## src/rtl/tanh_share_pkg.sv

```systemverilog
// Shared types and helpers for the tanh time-sharing arbiter.
package tanh_share_pkg;

   typedef enum logic [1:0] {StIdle, StRun, StDrain} state_e;

   // Widest requester tag that is supported (N_REQ up to 8).
   localparam int unsigned IdMaxW = 3;

   typedef logic [IdMaxW-1:0] id_t;

   typedef struct packed {
      logic valid;
      id_t  id;
   } tag_t;

   function automatic int unsigned clog2(input int unsigned value);
      int unsigned w;
      w = 1;
      while ((32'd1 << w) < value) w++;
      return w;
   endfunction

endpackage

```

## src/rtl/tanh_share_arbiter_if.sv

```systemverilog
// Requester-side operand and result handshake bundle.
interface tanh_share_arbiter_if #(
   parameter int unsigned N_REQ = 4,
   parameter int unsigned W_IN  = 16,
   parameter int unsigned W_OUT = 16
);
   logic [N_REQ-1:0]      req_valid;
   logic [N_REQ-1:0]      req_ready;
   logic [N_REQ*W_IN-1:0] req_data;
   logic [N_REQ-1:0]      rsp_valid;
   logic [N_REQ-1:0]      rsp_ready;
   logic [W_OUT-1:0]      rsp_data;

   modport master (
      output req_valid, req_data, rsp_ready,
      input  req_ready, rsp_valid, rsp_data
   );

   modport slave (
      input  req_valid, req_data, rsp_ready,
      output req_ready, rsp_valid, rsp_data
   );
endinterface

```

## src/rtl/tanh_share_arbiter_fifo.sv

```systemverilog
// In-order result buffer: circular storage with simultaneous push/pop.
module act_result_fifo
   import tanh_share_pkg::*;
#(
   parameter int unsigned DEPTH = 2,
   parameter int unsigned W_OUT = 16,
   parameter int unsigned ID_W  = 3,
   localparam int unsigned PTR_W = clog2(DEPTH),
   localparam int unsigned CNT_W = clog2(DEPTH + 1)
) (
   input  logic             clk_i,
   input  logic             rst_i,
   input  logic             push_i,
   input  logic [ID_W-1:0]  push_id_i,
   input  logic [W_OUT-1:0] push_data_i,
   input  logic             pop_i,
   output logic [ID_W-1:0]  head_id_o,
   output logic [W_OUT-1:0] head_data_o,
   output logic             empty_o,
   output logic [CNT_W-1:0] count_o
);
   typedef struct packed {
      logic [ID_W-1:0]  id;
      logic [W_OUT-1:0] data;
   } entry_t;

   entry_t           mem_q [DEPTH];
   logic [PTR_W-1:0] wr_ptr_q, wr_ptr_d, rd_ptr_q, rd_ptr_d;
   logic [CNT_W-1:0] count_q, count_d;
   logic             pop_en;

   function automatic logic [PTR_W-1:0] ptr_inc(input logic [PTR_W-1:0] p);
      return (p == PTR_W'(DEPTH - 1)) ? '0 : p + 1'b1;
   endfunction

   always_comb begin
      pop_en   = pop_i && (count_q != '0);
      wr_ptr_d = push_i ? ptr_inc(wr_ptr_q) : wr_ptr_q;
      rd_ptr_d = pop_en ? ptr_inc(rd_ptr_q) : rd_ptr_q;
      count_d  = count_q;
      if (push_i && !pop_en) count_d = count_q + 1'b1;
      if (!push_i && pop_en) count_d = count_q - 1'b1;
   end

   always_ff @(posedge clk_i or posedge rst_i) begin
      if (rst_i) begin
         wr_ptr_q <= '0;
         rd_ptr_q <= '0;
         count_q  <= '0;
         for (int k = 0; k < int'(DEPTH); k++) mem_q[k] <= '0;
      end else begin
         wr_ptr_q <= wr_ptr_d;
         rd_ptr_q <= rd_ptr_d;
         count_q  <= count_d;
         if (push_i) mem_q[wr_ptr_q] <= '{id: push_id_i, data: push_data_i};
      end
   end

   assign head_id_o   = mem_q[rd_ptr_q].id;
   assign head_data_o = mem_q[rd_ptr_q].data;
   assign empty_o     = (count_q == '0);
   assign count_o     = count_q;

endmodule

```

## src/rtl/tanh_share_arbiter.sv

```systemverilog
// Round-robin time-sharing of one fixed-latency tanh unit among N_REQ requesters,
// with tag tracking and a credit-guarded in-order result FIFO.
module tanh_share_arbiter
   import tanh_share_pkg::*;
#(
   parameter int unsigned N_REQ       = 4,
   parameter int unsigned W_IN        = 16,
   parameter int unsigned W_OUT       = 16,
   parameter int unsigned ACT_LATENCY = 1
) (
   input  logic                 clk_i,
   input  logic                 rst_i,
   input  logic                 enable_i,
   tanh_share_arbiter_if.slave  bus_io,
   output logic [W_IN-1:0]      act_in_o,
   input  logic [W_OUT-1:0]     act_out_i,
   output logic                 busy_o
);
   localparam int unsigned ID_W  = clog2(N_REQ);
   localparam int unsigned DEPTH = ACT_LATENCY + 1;
   localparam int unsigned CNT_W = clog2(DEPTH + 1);

   state_e           state_q, state_d;
   logic [ID_W-1:0]  rr_ptr_q, rr_ptr_d, grant_id;
   tag_t             pipe_q [ACT_LATENCY];
   tag_t             pipe_d [ACT_LATENCY];
   logic             grant_found, credit_ok, issue, pop, fifo_empty;
   logic [CNT_W-1:0] fifo_count;
   id_t              head_id;
   logic [W_OUT-1:0] head_data;
   int unsigned      inflight, idx;
   int               occupancy;

   always_comb begin
      grant_found = 1'b0;
      grant_id    = '0;
      idx         = 0;
      for (int k = 0; k < int'(N_REQ); k++) begin
         idx = int'(rr_ptr_q) + k;
         if (idx >= N_REQ) idx = idx - N_REQ;
         if (!grant_found && bus_io.req_valid[idx]) begin
            grant_found = 1'b1;
            grant_id    = ID_W'(idx);
         end
      end
   end

   always_comb begin
      inflight = 0;
      for (int k = 0; k < int'(ACT_LATENCY); k++) inflight = inflight + 32'(pipe_q[k].valid);
   end

   // Credit counts the result popped this cycle, so a full pipe keeps streaming.
   assign occupancy = int'(fifo_count) + int'(inflight) - int'(pop);
   assign credit_ok = occupancy < int'(DEPTH);
   assign issue     = (state_q == StRun) && grant_found && credit_ok;

   assign bus_io.req_ready = issue ? (N_REQ'(1) << grant_id) : '0;
   assign act_in_o         = issue ? bus_io.req_data[grant_id*W_IN +: W_IN] : '0;

   always_comb begin
      rr_ptr_d = rr_ptr_q;
      if (issue) rr_ptr_d = (grant_id == ID_W'(N_REQ - 1)) ? '0 : grant_id + 1'b1;
      pipe_d[0].valid = issue;
      pipe_d[0].id    = id_t'(grant_id);
      for (int k = 1; k < int'(ACT_LATENCY); k++) pipe_d[k] = pipe_q[k-1];
   end

   always_comb begin
      state_d = state_q;
      unique case (state_q)
         StIdle:  if (enable_i) state_d = StRun;
         StRun:   if (!enable_i) state_d = StDrain;
         StDrain: begin
            if (enable_i)     state_d = StRun;
            else if (!busy_o) state_d = StIdle;
         end
         default: state_d = StIdle;
      endcase
   end

   always_ff @(posedge clk_i or posedge rst_i) begin
      if (rst_i) begin
         state_q  <= StIdle;
         rr_ptr_q <= '0;
         for (int k = 0; k < int'(ACT_LATENCY); k++) pipe_q[k] <= '0;
      end else begin
         state_q  <= state_d;
         rr_ptr_q <= rr_ptr_d;
         for (int k = 0; k < int'(ACT_LATENCY); k++) pipe_q[k] <= pipe_d[k];
      end
   end

   act_result_fifo #(
      .DEPTH (DEPTH),
      .W_OUT (W_OUT),
      .ID_W  (IdMaxW)
   ) u_fifo (
      .clk_i       (clk_i),
      .rst_i       (rst_i),
      .push_i      (pipe_q[ACT_LATENCY-1].valid),
      .push_id_i   (pipe_q[ACT_LATENCY-1].id),
      .push_data_i (act_out_i),
      .pop_i       (pop),
      .head_id_o   (head_id),
      .head_data_o (head_data),
      .empty_o     (fifo_empty),
      .count_o     (fifo_count)
   );

   assign bus_io.rsp_valid = fifo_empty ? '0 : (N_REQ'(1) << head_id);
   assign bus_io.rsp_data  = fifo_empty ? '0 : head_data;
   assign pop              = |(bus_io.rsp_valid & bus_io.rsp_ready);
   assign busy_o           = (inflight != 0) || (fifo_count != '0);

endmodule
```

## src/flat_wrapper.sv

```systemverilog
// flat-port wrapper written by rule: the top's interface ports become plain ports
module tanh_share_arbiter_flat import tanh_share_pkg::*;
#(
   parameter int unsigned N_REQ       = 4,
   parameter int unsigned W_IN        = 16,
   parameter int unsigned W_OUT       = 16,
   parameter int unsigned ACT_LATENCY = 1
)
  (clk_i, rst_i, enable_i, act_in_o, act_out_i, busy_o, bus_io_req_valid, bus_io_req_data, bus_io_rsp_ready, bus_io_req_ready, bus_io_rsp_valid, bus_io_rsp_data);
  tanh_share_arbiter_if #(.N_REQ(N_REQ), .W_IN(W_IN), .W_OUT(W_OUT)) bus_io_i ();
  input  logic clk_i;
  input  logic rst_i;
  input  logic enable_i;
  output logic [W_IN-1:0] act_in_o;
  input  logic [W_OUT-1:0] act_out_i;
  output logic busy_o;
  input wire logic [$bits(bus_io_i.req_valid)-1:0] bus_io_req_valid;
  input wire logic [$bits(bus_io_i.req_data)-1:0] bus_io_req_data;
  input wire logic [$bits(bus_io_i.rsp_ready)-1:0] bus_io_rsp_ready;
  output wire logic [$bits(bus_io_i.req_ready)-1:0] bus_io_req_ready;
  output wire logic [$bits(bus_io_i.rsp_valid)-1:0] bus_io_rsp_valid;
  output wire logic [$bits(bus_io_i.rsp_data)-1:0] bus_io_rsp_data;
  assign bus_io_i.req_valid = bus_io_req_valid;
  assign bus_io_i.req_data = bus_io_req_data;
  assign bus_io_i.rsp_ready = bus_io_rsp_ready;
  assign bus_io_req_ready = bus_io_i.req_ready;
  assign bus_io_rsp_valid = bus_io_i.rsp_valid;
  assign bus_io_rsp_data = bus_io_i.rsp_data;
  tanh_share_arbiter #(.N_REQ(N_REQ), .W_IN(W_IN), .W_OUT(W_OUT), .ACT_LATENCY(ACT_LATENCY)) u_core (.clk_i(clk_i), .rst_i(rst_i), .enable_i(enable_i), .bus_io(bus_io_i), .act_in_o(act_in_o), .act_out_i(act_out_i), .busy_o(busy_o));
endmodule
```

## config.mk

```make
export PLATFORM = sky130hd
export DESIGN_NAME = tanh_share_arbiter_flat
export DESIGN_NICKNAME = d
export VERILOG_FILES = /design/src/rtl/tanh_share_pkg.sv /design/src/rtl/tanh_share_arbiter_if.sv /design/src/rtl/tanh_share_arbiter_fifo.sv /design/src/rtl/tanh_share_arbiter.sv /design/src/flat_wrapper.sv
export SDC_FILE = /design/constraint.sdc
export NUM_CORES = 1
export LEC_CHECK = 0
export ABC_AREA = 1
export BUFFER_PORTS_ARGS = -buffer_cell sky130_fd_sc_hd__buf_2
export CORE_MARGIN = 10
export CORE_UTILIZATION = 35
export CTS_CLUSTER_DIAMETER = 50
export DETAILED_ROUTE_END_ITERATION = 10
export HOLD_SLACK_MARGIN = 0.15
export SYNTH_ARGS = -nofsm -noshare
export SYNTH_HDL_FRONTEND = slang
export SYNTH_SLANG_ARGS = --single-unit
```

## constraint.sdc

```tcl
create_clock -name clk_i -period 3.1 [get_ports clk_i]
set_input_delay 0.465 -clock clk_i [delete_from_list [all_inputs] [get_ports clk_i]]
set_output_delay 0.465 -clock clk_i [all_outputs]
set_load 0.02 [all_outputs]
```

==> Word level (Yosys, flattened, before mapping) <==
Cells that the tools add are included.
{ "classes": {"addsub": 14, "order_cmp": 12, "n_eq_ne": 6, "n_shift": 3, "n_mux": 40, "bitwise": 3, "reduce_logical": 21} }
{ "ops": {"columns": ["operator", "n"], "rows": [
  ["$lt A32 B3 Y1 const B", 5],
  ["$mux W32", 4],
  ["$ge A32 B3 Y1 const B", 3],
  ["$sub A32 B3 Y32 const B", 3],
  ["$mux W19", 4],
  ["$shiftx A64 B7 Y16", 1],
  ["$bwmux W38", 1],
  ["$mux W16", 2],
  ["$sub A32 B2 Y32", 1],
  ["$mux W2", 11],
  ["$demux W19 S1", 1],
  ["$mux W1", 10],
  ["$logic_and A1 B1 Y1", 9],
  ["$bmux W1 S2", 4],
  ["$mux W4", 2],
  ["$add A2 B2 Y3 const B", 2],
  ["$pmux W2 S3", 1],
  ["$logic_not A1 Y1", 5],
  ["$add A2 B1 Y2 const B", 2],
  ["$and A4 B4 Y4", 1],
  ["$eq A2 B2 Y1 const B", 2],
  ["$ge A2 B2 Y1 const B", 2],
  ["$logic_not A2 Y1", 2],
  ["$ne A2 B2 Y1 const B", 2],
  ["16 further kinds", 19]
]} }
{ "totals": {"reg_bits": 49, "in_bits": 91, "output_inout_bits": 41, "elab_cells": 110} }

==> Logic depth before layout (Yosys ltp) <==
{ "logic_depth": {"word_depth": 17, "ltp_mapped": 18, "mapped_depth_nobuf": 17} }

==> Cells and area by module <==
Synthesis repeated with hierarchy kept, for this count alone.
{ "hier_totals": {"hier_cells": 576, "hier_area_um2": 3649.8} }
{ "modules_own_cells": {"columns": ["mod", "instances", "cells_each", "area_each_um2", "seq_area_each_um2"], "rows": [
  ["act_result_fifo", 1, 232, 1855.5, 1051.0],
  ["tanh_share_arbiter", 1, 344, 1794.2, 175.2]
]} }

==> Worst setup path after synthesis <==
Ideal clock, no wire load.
{ "synth_path": {"path_kind": "flip-flop to output port", "from": "reg u_core.u_fifo.count_q[0] (netlist: u_core.u_fifo.count_o[0])", "to": "out bus_io_req_ready[0]", "t_arrival_ns": 2.270, "required_ns": 2.635, "slack_ns": 0.365, "path_stages_with_launch": 17, "n_path_buf": 1, "cell_sequence": "dfrtp_1 nor2_4 inv_1 nand2_1 nor2_1 nand2_1 nand2_1 o21bai_1 inv_1 ha_1 ha_1 inv_1 nand2_1 nand2_2 nand2_2 buf_6 nor2_1"} }
{ "synth_via": {"elab_chain_cells": 8, "word_cells_on_any_way": 9, "cone_classes": "add/sub: 2; order compare: 1; mux: 2; bitwise: 1; reduce/logical: 3"} }
{ "synth_rtl": {"columns": ["element", "line", "text"], "rows": [
  ["start: declaration", "tanh_share_arbiter_fifo.sv:29", "logic [CNT_W-1:0] count_q, count_d;"],
  ["start signal: assignment", "tanh_share_arbiter_fifo.sv:54", "count_q <= count_d;"],
  ["$logic_not A2 Y1", "tanh_share_arbiter_fifo.sv:61", "assign empty_o = (count_q == '0);"],
  ["$mux W4", "tanh_share_arbiter.sv:111", "assign bus_io.rsp_valid = fifo_empty ? '0 : (N_REQ'(1) << head_id);"],
  ["via bus_io_rsp_valid[2]", "flat_wrapper.sv:21", "output wire logic [$bits(bus_io_i.rsp_valid)-1:0] bus_io_rsp_valid;"],
  ["$and A4 B4 Y4", "tanh_share_arbiter.sv:113", "assign pop = |(bus_io.rsp_valid & bus_io.rsp_ready);"],
  ["$reduce_or A4 Y1", "tanh_share_arbiter.sv:113", null],
  ["$sub A32 B2 Y32", "tanh_share_arbiter.sv:54", "assign occupancy = int'(fifo_count) + int'(inflight) - int'(pop);"],
  ["$lt A32 B3 Y1", "tanh_share_arbiter.sv:55", "assign credit_ok = occupancy < int'(DEPTH);"],
  ["$logic_and A1 B1 Y1", "tanh_share_arbiter.sv:56", "assign issue = (state_q == StRun) && grant_found && credit_ok;"],
  ["$mux W4", "tanh_share_arbiter.sv:58", "assign bus_io.req_ready = issue ? (N_REQ'(1) << grant_id) : '0;"],
  ["end: declaration", "flat_wrapper.sv:20", "output wire logic [$bits(bus_io_i.req_ready)-1:0] bus_io_req_ready;"]
]} }
The timed path passes the listed nets, and every way through them passes these cells.

==> Final worst setup path <==
{ "layout_path": {"from": "reg u_core.u_fifo.rd_ptr_q", "to": "out act_in_o[14]"} }
{ "layout_via": {"elab_chain_cells": 12} }
{ "layout_rtl": {"columns": ["element", "line", "text"], "rows": [
  ["start: declaration", "tanh_share_arbiter_fifo.sv:28", "logic [PTR_W-1:0] wr_ptr_q, wr_ptr_d, rd_ptr_q, rd_ptr_d;"],
  ["start signal: assignment", "tanh_share_arbiter_fifo.sv:53", "rd_ptr_q <= rd_ptr_d;"],
  ["$not A1 Y2 (implied by the code)", "tanh_share_arbiter_fifo.sv:59", "assign head_id_o = mem_q[rd_ptr_q].id;"],
  ["$mux W19 (3 in series)", null, null],
  ["$shl A1 B3 Y4", "tanh_share_arbiter.sv:111", null],
  ["$mux W4", "tanh_share_arbiter.sv:111", null],
  ["$and A4 B4 Y4", "tanh_share_arbiter.sv:113", null],
  ["$reduce_or A4 Y1", "tanh_share_arbiter.sv:113", null],
  ["$sub A32 B2 Y32", "tanh_share_arbiter.sv:54", null],
  ["$lt A32 B3 Y1", "tanh_share_arbiter.sv:55", null],
  ["$logic_and A1 B1 Y1", "tanh_share_arbiter.sv:56", null],
  ["$mux W16", "tanh_share_arbiter.sv:59", "assign act_in_o = issue ? bus_io.req_data[grant_id*W_IN +: W_IN] : '0;"],
  ["end: declaration", "flat_wrapper.sv:14", "output logic [W_IN-1:0] act_in_o;"]
]} }
No other way between the ends. The select of a mux whose other input is x is not followed.

==> flow_summary.yaml <==
run_status:
  status: "complete, no violations"
run:
  maxCapViolCount: 0
drt:
  drt-initial-drc-count: 170
  via_count: 3560
  route.final.wire_length_um: 10180
  drt-pass1-iter-count: 4
  postRouteAntennaNets: 0
  detail_route.wl_per_cell_um: 13.06
  post-route-drc-count: 0
  vias_per_cell: 4.564
layout:
  instances_no_fill: 780
  area.growth.synth_to_final_pct: 35.68
  insertedDiodeCount: 0
  nNetsFinal: 749
  most-common-layout-cells: "196 x sky130_fd_sc_hd__nand2_1, 115 x sky130_fd_sc_hd__buf_2, 44 x sky130_fd_sc_hd__dfrtp_1, 42 x sky130_fd_sc_hd__inv_1, 38 x sky130_fd_sc_hd__o21ai_0"
  design_area_mm2: 0.004711
  fin_util_pct: 48.42
  drive_gt1_share_pct: 37.87
  filler_cell_count: 1021
  multiInputGateArea_mm2: 0.002077
  mostFrequentLayoutCell: "sky130_fd_sc_hd__nand2_1"
  seq_area_mm2: 0.001180
placement:
  preCtsSetupSlack_ps: 140.5
  place_area_mm2: 0.004200
  numPlacedInstances: 757
  place_hpwl_um: 7701
  gp_congestion: 0.8590
  number_of_i_o_port_buffers: 131
logic_synthesis:
  syn-mean-instance-area_um2: 6.848
  synth.ff_latch_count: 47
  synth_area_mm2: 0.003472
  synth_warnings: 0
  syn_nets: 610
  synth.lib_cells_used.distinct: 33
  seq_area_frac_synth_pct: 33.87
  postSynthCellCount: 507
sta:
  timing_max_transition_violations_final: 0
  rsz0062_at_grt: "yes"
  timing.final.setup_violations: 0
  final_critical_path_setup_slack_ps: 149.9
  max_slew.worst_pin.slew_ps: 1024
  fmax_mhz: 339.0
  period_needed_ps: 2950
  maxSlewHeadroom_pct: 31.55
  timing.hold.ws_ps: 350.8
  timing.final.hold_violations: 0
  timing.clock.skew_ps: 4.332
  period_share_pct: 95.17
  totalNegativeSetupSlack_ps: 0
floorplanning:
  floorplan.die.height_um: 119.6
  dieArea_mm2: 0.01430
  core_area_mm2: 0.009729
  ports_placed_on_the_boundary: 132
  starting_density_pct: 35.69
  num_rows: 36
  die_w_um: 119.6
global_route:
  grt_start_max_net_pins: 48
  global_route.overflow_total: 0
  gr-usage-all-layers_pct: 13.38
  first_global_vias: 3596
  grt_first_pass_wirelength_um: 16460
  grt_antenna_before_repair: 0
setup_path:
  crit-reg2reg-capture: "u_core.rr_ptr_q[0]$_DFFE_PP0P_"
  crit_path_max_fanout: 6
  rrSetupSlack_ps: 960
  crit_chain: "inv_4, nand2_2, nand2_4, inv_4, nand3_2, nand2_1, o21bai_1, inv_1, ha_2, ha_4, inv_2, nand2_2, nand2_4, nand2_4, clkbuf_16, a21oi_4, buf_6"
  type_of_the_setup_path_with_the_least_slack: "flop to primary output"
  regToRegStartpoint: "u_core.rr_ptr_q[0]$_DFFE_PP0P_"
  critPathArrivalTime_ps: 2490
  critPathRequiredTime_ps: 2630
  critical_path.max_stage_delay_ps: 460
  worstRegToRegCells: 13
  timing.critical_path.slowest_stage_cell: "sky130_fd_sc_hd__dfrtp_2"
  endpoint_kind: "primary output"
  worst_path_dominant_cell_family: "buffers and inverters"
  critPathBufInv: 6
  path_common_cell: "sky130_fd_sc_hd__nand2_4"
  setup.worst_path.start_class: "flop"
  path_depth: 17
clocking:
  post_cts_hold_fix_bufs: 0
  cts.root.buffer_cell: "sky130_fd_sc_hd__clkbuf_8"
  path_clk_slew_ps: 90
  cts_tree: "built"
  max-clock-path-buffers: 2
  cts_inserted_buffers: 5
  cts_num_sinks: 47
  clk_latency_ps: 290
  cts_htree_levels: 2
power:
  seq_power_share_pct: 18.0
  cellLeakagePower_nw: 2.583
  power_density_mw_per_mm2: 1301
  share_comb_of_total_power_pct: 73.4
  switching_power_mw: 3.204
  vdd_drop_max_v: 0.0006332
  total_power_mw: 6.131
  swShare_pct: 52.26
  p_int_mw: 2.927
  power.share.clock_pct: 8.6
hold_path:
  timing.hold.worst_endpoint: "u_core.state_q[1]$_DFFE_PP0P_"
  min_path_cells: 2
  hold_path_class: "input port to flop"
  min_from: "enable_i"
-- worst max path at each step --
stage | from | end | slack, ps
3_5_place_dp | u_core.rr_ptr_q[0]$_DFFE_PP0P_ | bus_io_req_ready[1] | 140
3_3_place_gp | u_core.rr_ptr_q[0]$_DFFE_PP0P_ | bus_io_req_ready[1] | 220
6_report | u_core.u_fifo.rd_ptr_q$_DFFE_PP0P_ | act_in_o[14] | 150
2_1_floorplan | u_core.u_fifo.count_o[0]$_DFFE_PP0P_ | bus_io_req_ready[0] | 360
5_1_grt | u_core.rr_ptr_q[0]$_DFFE_PP0P_ | bus_io_req_ready[3] | -30
4_1_cts | u_core.u_fifo.rd_ptr_q$_DFFE_PP0P_ | act_in_o[15] | 20
-- registers in the layout, indices dropped and copies added, names as in the netlist --
| name | flops |
|---|---|
| u_core.state_q | 2 |
| u_core.pipe_q | 3 |
| u_core.u_fifo.rd_ptr_q | 1 |
| u_core.rr_ptr_q | 2 |
| u_core.u_fifo.count_o | 2 |
| u_core.u_fifo.mem_q | 36 |
| u_core.u_fifo.wr_ptr_q | 1 |
-- Yosys cell counts --
master                     number  area [um^2]
sky130_fd_sc_hd__inv_2          3        11.26
sky130_fd_sc_hd__buf_12         1        20.02
sky130_fd_sc_hd__buf_4          6        45.04
sky130_fd_sc_hd__nand2_4        4        45.04
sky130_fd_sc_hd__nand3_1       39        195.2
sky130_fd_sc_hd__xnor2_1        1        8.760
sky130_fd_sc_hd__nand3_2        2        20.02
sky130_fd_sc_hd__or2_2          1        6.260
sky130_fd_sc_hd__clkbuf_8       1        13.76
sky130_fd_sc_hd__a21boi_0       1        7.510
sky130_fd_sc_hd__inv_1         47        176.4
sky130_fd_sc_hd__nor2_1        12        45.04
sky130_fd_sc_hd__ha_1          11        137.6
sky130_fd_sc_hd__buf_2          3        15.01
sky130_fd_sc_hd__o21ai_2        1        8.760
sky130_fd_sc_hd__fa_1           1        20.02
sky130_fd_sc_hd__xor2_1         2        17.52
sky130_fd_sc_hd__o21bai_1       1        7.510
sky130_fd_sc_hd__clkbuf_1      10        37.54
sky130_fd_sc_hd__nand2_2       22        137.6
sky130_fd_sc_hd__nand4_1        1        6.260
sky130_fd_sc_hd__nand3b_1       1        7.510
sky130_fd_sc_hd__nor2_4         2        22.52
sky130_fd_sc_hd__a21oi_2       15        131.4
sky130_fd_sc_hd__inv_4          1        6.260
sky130_fd_sc_hd__nand2_1      203        762.0
sky130_fd_sc_hd__o21ai_0       38        190.2
sky130_fd_sc_hd__a21oi_1       20        100.1
sky130_fd_sc_hd__dfrtp_1       47         1176
sky130_fd_sc_hd__buf_6          4        45.04
sky130_fd_sc_hd__nor2_2         4        25.02
sky130_fd_sc_hd__a21oi_4        1        16.27
sky130_fd_sc_hd__a211oi_1       1        7.510
-- worst reg2reg max path, cell delays in order (launching register included) --
cell	delay [ps]
sky130_fd_sc_hd__dfrtp_2	490
sky130_fd_sc_hd__buf_4	170
sky130_fd_sc_hd__nand2_1	70
sky130_fd_sc_hd__nand2_2	60
sky130_fd_sc_hd__nand2_1	70
sky130_fd_sc_hd__nand2_2	70
sky130_fd_sc_hd__a21oi_1	140
sky130_fd_sc_hd__nand2_1	190
sky130_fd_sc_hd__nand2_8	260
sky130_fd_sc_hd__inv_2	90
sky130_fd_sc_hd__ha_1	220
sky130_fd_sc_hd__nor2_1	110
sky130_fd_sc_hd__nand3_1	80
sky130_fd_sc_hd__nand2_1	70
-- power groups by stage --
stage	Sequential [mW]	Combinational (mW)	Clock, mW
after global routing	1.14	5.04	0.565
final	1.10	4.50	0.529
after detailed placement	1.11	3.88	0
after global placement	1.10	3.82	0
after CTS	1.10	4.01	0.542
after floorplan	1.05	3.12	0
-- routing by layer --
layer | global-route usage, % | vias to the layer above | routed length, um
met5 | 0 | - | 0
met4 | 3.922 | 0 | 140
met3 | 3.376 | 11 | 557
met2 | 24.11 | 87 | 5267
met1 | 15.22 | 1607 | 4218
li1 | - | 1855 | -
-- final cells by class --
type	instances	area share, %
tap	133	3.533
sequential	47	25.05
clock inverter	2	1.275
clock buffer	6	1.541
multi-input combinational	384	44.09
inverter	51	4.170
timing repair buffer	157	20.35
-- logic make-up (layout without fill, tap and decap cells) --
group | count (synthesis) | after routing | synth area share (%)
XOR/XNOR | 3 | 3 | 0.7569
AND/OR/NAND/NOR | 291 | 291 | 36.65
buffers and inverters | 76 | 216 | 10.67
adder cells (fa/ha/maj) | 12 | 12 | 4.541
flip-flops | 47 | 47 | 33.87
AO/OA/AOI/OAI | 78 | 78 | 13.51
-- repair_timing --
| action | in CTS | in global routing |
|---|---|---|
| resized for setup | 11 | 58 |
| endpoints found under the setup margin | 20 | 20 |
| pin swaps | 3 | 13 |
| gates cloned | 0 | 1 |
| setup buffers | 3 | 11 |
Note: power is estimated with default switching activity, not from simulation.
